[src/rtl/dmem_arb_pkg.sv]
// dmem_arb_pkg: shared types and constants for the data-memory arbiter.
//   arb_state_e  : arbiter FSM states (IDLE, ISSUE, RESP)
//   F3_*         : RISC-V load/store funct3 size/sign codes (forwarded untouched)
//   PORT_*       : requester port indices (0 = CPU, 1 = debug/DMA)
//   CNT_W        : width of the fixed-priority starvation counter
package dmem_arb_pkg;

    typedef enum logic [1:0] {
        IDLE  = 2'd0,
        ISSUE = 2'd1,
        RESP  = 2'd2
    } arb_state_e;

    localparam int unsigned NUM_PORTS = 2;
    localparam int unsigned PORT_CPU  = 0;
    localparam int unsigned PORT_DBG  = 1;

    localparam int unsigned CNT_W = 8;

    // Loads
    localparam logic [2:0] F3_LB  = 3'b000;
    localparam logic [2:0] F3_LH  = 3'b001;
    localparam logic [2:0] F3_LW  = 3'b010;
    localparam logic [2:0] F3_LBU = 3'b100;
    localparam logic [2:0] F3_LHU = 3'b101;
    // Stores
    localparam logic [2:0] F3_SB  = 3'b000;
    localparam logic [2:0] F3_SH  = 3'b001;
    localparam logic [2:0] F3_SW  = 3'b010;

endpackage

[src/rtl/dmem_arb_pick.sv]
// dmem_arb_pick: combinational winner selection for the two-port arbiter.
// Configuration macro: DMEM_ARB_RR_EN
//   defined   -> round-robin; rr_ptr names the port that wins a tie.
//   undefined -> port 0 wins ties unless port 1 has been passed over
//                STARVE_MAX times in a row (starve_cnt).
// Ports:
//   req        in  [1:0]        per-port request
//   rr_ptr     in  1            tie winner (round-robin build only)
//   starve_cnt in  [CNT_W-1:0]  consecutive port-0 wins with port 1 waiting (fixed build)
//   win        out [1:0]        one-hot winner, zero when no request
module dmem_arb_pick
    import dmem_arb_pkg::*;
#(
    parameter int unsigned STARVE_MAX = 4
) (
    input  logic [1:0]       req,
`ifdef DMEM_ARB_RR_EN
    input  logic             rr_ptr,
`else
    input  logic [CNT_W-1:0] starve_cnt,
`endif
    output logic [1:0]       win
);

    // The starvation counter saturates at STARVE_MAX, so it must fit.
    if (STARVE_MAX > ((1 << CNT_W) - 1)) begin : g_bad_starve_max
        $error("STARVE_MAX does not fit the starvation counter");
    end

    always_comb begin
        win = req;
        if (req == 2'b11) begin
`ifdef DMEM_ARB_RR_EN
            win = rr_ptr ? 2'b10 : 2'b01;
`else
            win = (starve_cnt >= CNT_W'(STARVE_MAX)) ? 2'b10 : 2'b01;
`endif
        end
    end

endmodule

[src/rtl/dmem_arbiter.sv]
// dmem_arbiter: two-port arbiter in front of a single-ported data memory.
// Port 0 is the CPU, port 1 debug/DMA. A request is accepted in IDLE, issued
// to memory for one cycle (ISSUE, gnt pulse) and, for loads, returned one
// cycle later (RESP, rvalid pulse). Stores take 2 cycles, loads 3.
// Configuration macro: DMEM_ARB_RR_EN (round-robin); default is fixed
// priority to port 0 with starvation relief for port 1 after STARVE_MAX wins.
// Ports:
//   clk, reset                 clock, asynchronous active-high reset
//   req/we [1:0]               per-port request and store flag
//   addr/wdata [63:0]          port i field in bits [32i+31:32i]
//   funct3 [5:0]               port i code in bits [3i+2:3i]
//   gnt/rvalid [1:0]           one-hot accept / load-data pulses
//   rdata [31:0]               load data, qualified by rvalid
//   busy                       FSM not in IDLE
//   mem_*                      data memory bus; mem_ReadData valid one
//                              cycle after mem_MemRead
module dmem_arbiter
    import dmem_arb_pkg::*;
#(
    parameter int unsigned STARVE_MAX = 4
) (
    input  logic        clk,
    input  logic        reset,
    input  logic [1:0]  req,
    input  logic [1:0]  we,
    input  logic [63:0] addr,
    input  logic [63:0] wdata,
    input  logic [5:0]  funct3,
    output logic [1:0]  gnt,
    output logic [1:0]  rvalid,
    output logic [31:0] rdata,
    output logic        busy,
    output logic [31:0] mem_addr,
    output logic        mem_MemRead,
    output logic        mem_MemWrite,
    output logic [31:0] mem_WriteData,
    output logic [2:0]  mem_funct3,
    input  logic [31:0] mem_ReadData
);

    arb_state_e  r_state;
    arb_state_e  w_state_nxt;

    logic        r_port;     // port being served
    logic        r_we;
    logic [31:0] r_addr;
    logic [31:0] r_wdata;
    logic [2:0]  r_funct3;

    logic [1:0]  w_win;
    logic        w_win_idx;
    logic        w_accept;
    logic [31:0] w_sel_addr;
    logic [31:0] w_sel_wdata;
    logic [2:0]  w_sel_funct3;

`ifdef DMEM_ARB_RR_EN
    logic        r_rr_ptr;   // port that wins the next tie

    dmem_arb_pick #(
        .STARVE_MAX (STARVE_MAX)
    ) u_pick (
        .req    (req),
        .rr_ptr (r_rr_ptr),
        .win    (w_win)
    );
`else
    logic [CNT_W-1:0] r_starve_cnt;

    dmem_arb_pick #(
        .STARVE_MAX (STARVE_MAX)
    ) u_pick (
        .req        (req),
        .starve_cnt (r_starve_cnt),
        .win        (w_win)
    );
`endif

    assign w_win_idx    = w_win[PORT_DBG];
    assign w_accept     = (r_state == IDLE) && (w_win != 2'b00);
    assign w_sel_addr   = w_win_idx ? addr[63:32]   : addr[31:0];
    assign w_sel_wdata  = w_win_idx ? wdata[63:32]  : wdata[31:0];
    assign w_sel_funct3 = w_win_idx ? funct3[5:3]   : funct3[2:0];

    always_ff @(posedge clk or posedge reset) begin
        if (reset) begin
            r_state  <= IDLE;
            r_port   <= 1'b0;
            r_we     <= 1'b0;
            r_addr   <= '0;
            r_wdata  <= '0;
            r_funct3 <= '0;
        end else begin
            r_state <= w_state_nxt;
            if (w_accept) begin
                r_port   <= w_win_idx;
                r_we     <= we[w_win_idx];
                r_addr   <= w_sel_addr;
                r_wdata  <= w_sel_wdata;
                r_funct3 <= w_sel_funct3;
            end
        end
    end

`ifdef DMEM_ARB_RR_EN
    always_ff @(posedge clk or posedge reset) begin
        if (reset) begin
            r_rr_ptr <= 1'b0;
        end else if (w_accept) begin
            r_rr_ptr <= ~w_win_idx;
        end
    end
`else
    // Counts port-0 wins taken while port 1 was also asking; any IDLE cycle
    // without a port-1 request, or a port-1 win, ends the run.
    always_ff @(posedge clk or posedge reset) begin
        if (reset) begin
            r_starve_cnt <= '0;
        end else if (r_state == IDLE) begin
            if (!req[PORT_DBG] || w_win[PORT_DBG]) begin
                r_starve_cnt <= '0;
            end else if (w_win[PORT_CPU] && (r_starve_cnt < CNT_W'(STARVE_MAX))) begin
                r_starve_cnt <= r_starve_cnt + 1'b1;
            end
        end
    end
`endif

    always_comb begin
        w_state_nxt  = r_state;
        gnt          = 2'b00;
        rvalid       = 2'b00;
        rdata        = '0;
        mem_MemRead  = 1'b0;
        mem_MemWrite = 1'b0;
        busy         = (r_state != IDLE);
        unique case (r_state)
            IDLE: begin
                if (w_accept) begin
                    w_state_nxt = ISSUE;
                end
            end
            ISSUE: begin
                gnt          = r_port ? 2'b10 : 2'b01;
                mem_MemRead  = ~r_we;
                mem_MemWrite = r_we;
                w_state_nxt  = r_we ? IDLE : RESP;
            end
            RESP: begin
                rvalid      = r_port ? 2'b10 : 2'b01;
                rdata       = mem_ReadData;
                w_state_nxt = IDLE;
            end
            default: begin
                w_state_nxt = IDLE;
            end
        endcase
    end

    // Memory bus fields hold the last accepted request between strobes.
    assign mem_addr      = r_addr;
    assign mem_WriteData = r_wdata;
    assign mem_funct3    = r_funct3;

endmodule

[config.mk]
export PLATFORM = sky130hd
export DESIGN_NAME = dmem_arbiter
export DESIGN_NICKNAME = d
export VERILOG_FILES = /design/src/rtl/dmem_arb_pkg.sv /design/src/rtl/dmem_arb_pick.sv /design/src/rtl/dmem_arbiter.sv
export SDC_FILE = /design/constraint.sdc
export NUM_CORES = 1
export LEC_CHECK = 0
export ABC_AREA = 1
export CAP_MARGIN = 40
export CORE_MARGIN = 3
export CORE_UTILIZATION = 39
export CTS_BUF_LIST = sky130_fd_sc_hd__clkbuf_4 sky130_fd_sc_hd__clkbuf_8
export DETAILED_ROUTE_END_ITERATION = 10
export HOLD_SLACK_MARGIN = 0.08
export PLACE_DENSITY = 0.86
export SLEW_MARGIN = 10
export SYNTH_ARGS = -nofsm -noshare
export SYNTH_HDL_FRONTEND = slang
export SYNTH_SLANG_ARGS = --single-unit
[constraint.sdc]
create_clock -name clk -period 3.58 [get_ports clk]
set_input_delay 0.716 -clock clk [delete_from_list [all_inputs] [get_ports clk]]
set_output_delay 0.716 -clock clk [all_outputs]
set_load 0.05 [all_outputs]
**Word-level counts from Yosys, hierarchy flattened**

Cells that the tools add are included.

- Bits in registers: 79
- Input bits: 172

- Add/subtract/negate cells: 1
- Order comparisons: 3
- Equality and inequality tests: 4
- Multiplexer cells: 18
- Bitwise gates (word level): 1
- Reductions and logical operators: 9

Operators by type and width:

| operator | number |
|---|---|
| $mux W32 | 3 |
| $mux W8 | 2 |
| $mux W2 | 7 |
| $add A8 B1 Y8 const B | 1 |
| $ge A8 B3 Y1 const B | 1 |
| $lt A8 B3 Y1 const B | 1 |
| $reduce_bool A2 Y1 | 3 |
| $eq A2 B2 Y1 const B | 2 |
| $mux W1 | 4 |
| $pmux W2 S2 | 1 |
| $mux W3 | 1 |
| $eq A2 B1 Y1 const B | 1 |
| $logic_and A1 B1 Y1 | 2 |
| $logic_not A2 Y1 | 1 |
| $lt A1 B2 Y1 const B | 1 |
| $ne A2 B2 Y1 const B | 1 |
| $reduce_and A2 Y1 | 1 |
| $logic_not A1 Y1 | 1 |
| $logic_or A1 B1 Y1 | 1 |
| $not A1 Y1 | 1 |

**Longest topological paths before layout**

- Word-level depth: 7
- Mapped depth: 10
- Mapped depth without buffers: 8

**Modules after synthesis**

Synthesis repeated with hierarchy kept, for this count alone.

- Cells, all modules: 514
- Area, all modules: 4077.7 um2

Modules (own cells, without submodules):

| module | instances | cells each | area each (um2) | seq. area each (um2) |
|---|---|---|---|---|
| dmem_arbiter | 1 | 504 | 4038.9 | 1976.9 |
| dmem_arb_pick | 1 | 10 | 38.8 | 0.0 |

**Least setup slack after synthesis**

OpenSTA, ideal clock, no wires.

- Path kind: register -> output
- From: register r_state[0]
- To: output rdata[10]
- Data arrival time: 1.399 ns
- Setup slack: 1.465 ns
- Cell stages (with the launch flop): 5
- Path buffers: 1
- Cells stage by stage: dfrtp_1 -> inv_1 -> nand2_1 -> clkbuf_1 -> nor2_1

- Word-level cells in the longest chain between the ends: 2

Ends and longest elaborated chain:

| what | line | source |
|---|---|---|
| from (decl) | dmem_arbiter.sv:41 | `arb_state_e r_state;` |
| from (signal assigned) | dmem_arbiter.sv:94 | `r_state <= w_state_nxt;` |
| $eq A2 B2 Y1 | dmem_arbiter.sv:137 | `unique case (r_state)` |
| $mux W32 | dmem_arbiter.sv:137 |  |
| to (decl) | dmem_arbiter.sv:31 | `output logic [31:0] rdata,` |

Every way passes these cells.

**Final worst setup path**

- From: register r_state[0]
- To: output rdata[2]

The elaborated chain is that of the path after synthesis.

==> flow_summary_export.csv <==
group,metric,value,unit
outcome,status,"completed",
global_route,overflow,0,
synth,yosysSeqAreaShare,42.7,%
setup_path,worstPathMaxFanout,23,
setup_path,regToRegEndpoint,"mem_WriteData[24]$_DFFE_PP0P_",
drt,drt_wl_total,14900,um
clock_tree,cts_root_buf,"clkbuf_8",
clock_tree,clock_sinks,79,
synth,synth_top_family_by_area,"simple AND/OR/NAND/NOR gates",
setup_path,crit_path_top_delay_cell,"clkdlybuf4s50_1",
setup_path,critPathLaunch,"r_state[0]$_DFFE_PP0P_",
setup_path,startpoint_type,"flop",
timing,drv_slew,0,
timing,hold_ws,0.480,ns
cells_and_area,drive_above_1_share,3.51,%
global_route,grt_pass1_vias,4632,
placed_design,dpl_cell_area,7460,sq um
timing,fin_tns_setup,0,ns
clock_tree,cts_setup_buffers,0,
synth,avgSynthCellArea,6.53,sq um
cells_and_area,diodes,0,
setup_path,regToRegSetupSlack,1.54,ns
setup_path,cp-end-kind,"output pin",
setup_path,crit_buf_inv,3,
clock_tree,post_cts_resized,0,
floorplanning,core,11500,sq um
setup_path,crit_chain,"inv_1 > nand2_1 > buf_4 > nor2_1 > clkdlybuf4s50_1",
cells_and_area,fin_util,66.6,%
timing,grt_setup_unrepaired,"no",
drt,remaining_drc_errors,0,
min_path,holdPathEnd,"mem_WriteData[21]$_DFFE_PP0P_",
floorplanning,start_util,40.2,%
timing,finClkSkew,0.00519,ns
synth,synth_cell_types,21,
global_route,antenna_found_initial,0,
synth,ys_ff_latch,79,
drt,ant_nets,0,
power,power_density,843,nW/um^2
setup_path,worstPathRequired,2.86,ns
drt,drt-initial-drc-count,265,
global_route,grt_first_pass_wirelength,23300,um
synth,synth-xor-area-share,0.189,%
placed_design,routabilityCongestion,0.820,
clock_tree,cts_buffers,9,
placed_design,dp_hpwl,11100,um
setup_path,max_stage_delay,0.81,ns
drt,vias_per_cell,4.56,
floorplanning,die_w,115,um
global_route,grt_max_degree,70,
clock_tree,worstSkewPairLatency,0.34,ns
cells_and_area,final_area,7670,sq um
synth,synth-compound-area-share,0.432,%
setup_path,reg2reg_depth,9,
synth,synthMuxAreaShare,0,%
clock_tree,clock_path_buffers,2,
synth,yosysWarnings,0,
drt,dr.pass1.iters,4,
min_path,hp-start,"mem_WriteData[21]$_DFFE_PP0P_",
power,static-leakage-power,0.00415,uW
timing,finalCritPeriodShare,88.1,%
run,drv_cap,0,
placed_design,port_buffers,277,
clock_tree,clkTransAtPathRegs,0.08,ns
timing,fin_ws,0.426,ns
placed_design,dp_slack,0.573,ns
global_route,track_usage,22.2,%
clock_tree,cts_tree,"built",
cells_and_area,fill_cells,970,
synth,synthAdderAreaFrac,0.541,%
timing,fmax,317,MHz
drt,wire_per_inst,13.4,um
setup_path,arrival,2.44,ns
floorplanning,dieArea,13200,sq um
setup_path,path_delay_family,"buffers and inverters",
synth,syn_area,4630,sq um
floorplanning,boundaryPins,278,
min_path,min_path_type,"flop to flop",
synth,synth_nets,883,
timing,tightest_slew,0.755,ns
timing,hold_viol,0,
min_path,hold-path-cell-count,2,
synth,yosys.area_share.simple,37.1,%
setup_path,timing.rr.start,"r_state[1]$_DFFE_PP0P_",
timing,setup_viol,0,
clock_tree,ctsHoldBuffers,0,
floorplanning,rows,39,
cells_and_area,nNetsFinal,1140,
power,max-vdd-ir-drop,591,uV
clock_tree,cts_max_level,3,
floorplanning,fp.dieH,115,um
timing,relSlewSlack,49.6,%
cells_and_area,area_growth_syn_to_layout,65.7,%
drt,via_count,5079,
timing,fin_crit,3.15,ns
setup_path,criticalPathCategory,"flop to output pin",
synth,syn_inst,709,
==> layer usage <==
metal  track usage [%]  share of wire (%)  up-vias
met5                 0                  0        -
met4              10.0                3.7        0
met3              6.00                8.7       32
met2              39.0                 50      209
met1              25.2                 37     2259
li1                  -                  -     2579
==> synth_stat cells (all sizes together) <==
master / n / area share [%]
inv: 182 / 15
buf: 24 / 3.0
a21oi: 1 / 0.11
dfrtp: 79 / 43
or2: 1 / 0.14
nor2: 49 / 4.3
nand4: 2 / 0.27
nand2: 213 / 18
xor2: 1 / 0.19
clkbuf: 16 / 1.3
ha: 2 / 0.54
o21ai: 3 / 0.32
nand3: 136 / 15
==> report_power, final <==
part	internal (uW)	switching (uW)
Combinational	1350	2840
Sequential	1310	231
Clock	414	311
Total	3080	3390
==> flip-flops by register name, summed over array words and instances (netlist names) <==
signal	cells
mem_funct3	3
r_we	1
r_state	2
r_port	1
r_starve_cnt	8
mem_addr	32
mem_WriteData	32
==> per-stage QoR <==
step | total power, uW | instances
4_1_cts | 6520 | 1113
3_5_place_dp | 5770 | 1098
3_3_place_gp | 5720 | 1098
6_report | 6460 | 1113
5_1_grt | 6850 | 1113
2_1_floorplan | 4260 | 709
==> final cells by class <==
class | count | area (sq um) | share of cell area [%]
inverter | 182 | 684 | 8.92
tap | 143 | 179 | 2.33
timing repair buffer | 286 | 2850 | 37.1
clock buffer | 11 | 145 | 1.89
multi-input combinational | 408 | 1770 | 23.1
clock inverter | 4 | 70.1 | 0.913
sequential | 79 | 1980 | 25.8
==> tightest hold or removal path, delay by kind of cell, from the launching register on <==
kind,cells,cell delay (ns)
AND/OR/NAND/NOR,2,0.11
flip-flops,1,0.34
==> cells by family (layout without fill, tap and decap cells) <==
logic type | count (synthesis) | count (layout)
xor gates and xnor gates | 1 | 1
DFF | 79 | 79
buffers and inverters | 222 | 483
and+or+nand+nor | 401 | 401
AOI/OAI and AO/OA | 4 | 4
adders and majority gates | 2 | 2
==> cell usage in the layout, fill, tap and decap left out, types with 2 or more instances in the layout <==
cell type / instances
clkdlybuf4s50_1: 276
nand2_1: 210
inv_1: 179
nand3_1: 136
dfrtp_1: 79
nor2_1: 47
clkbuf_8: 10
buf_4: 8
clkinv_2: 3
inv_2: 2
nor2_4: 2
nand2_4: 2
nand4_1: 2
o21ai_0: 2
ha_1: 2
bufinv_16: 2
==> worst max-delay path by stage <==
stage                                         to  slack, ns  cells after the start
floorplan           mem_WriteData[0]$_DFFE_PP0P_       0.84                      1
global placement                        rdata[1]       0.58                      4
detailed placement                      rdata[1]       0.57                      4
CTS                                     rdata[2]       0.37                      5
global route                           rdata[31]       0.23                      5
finish                                  rdata[2]       0.43                      5
Power figures use the tool's default switching activity.
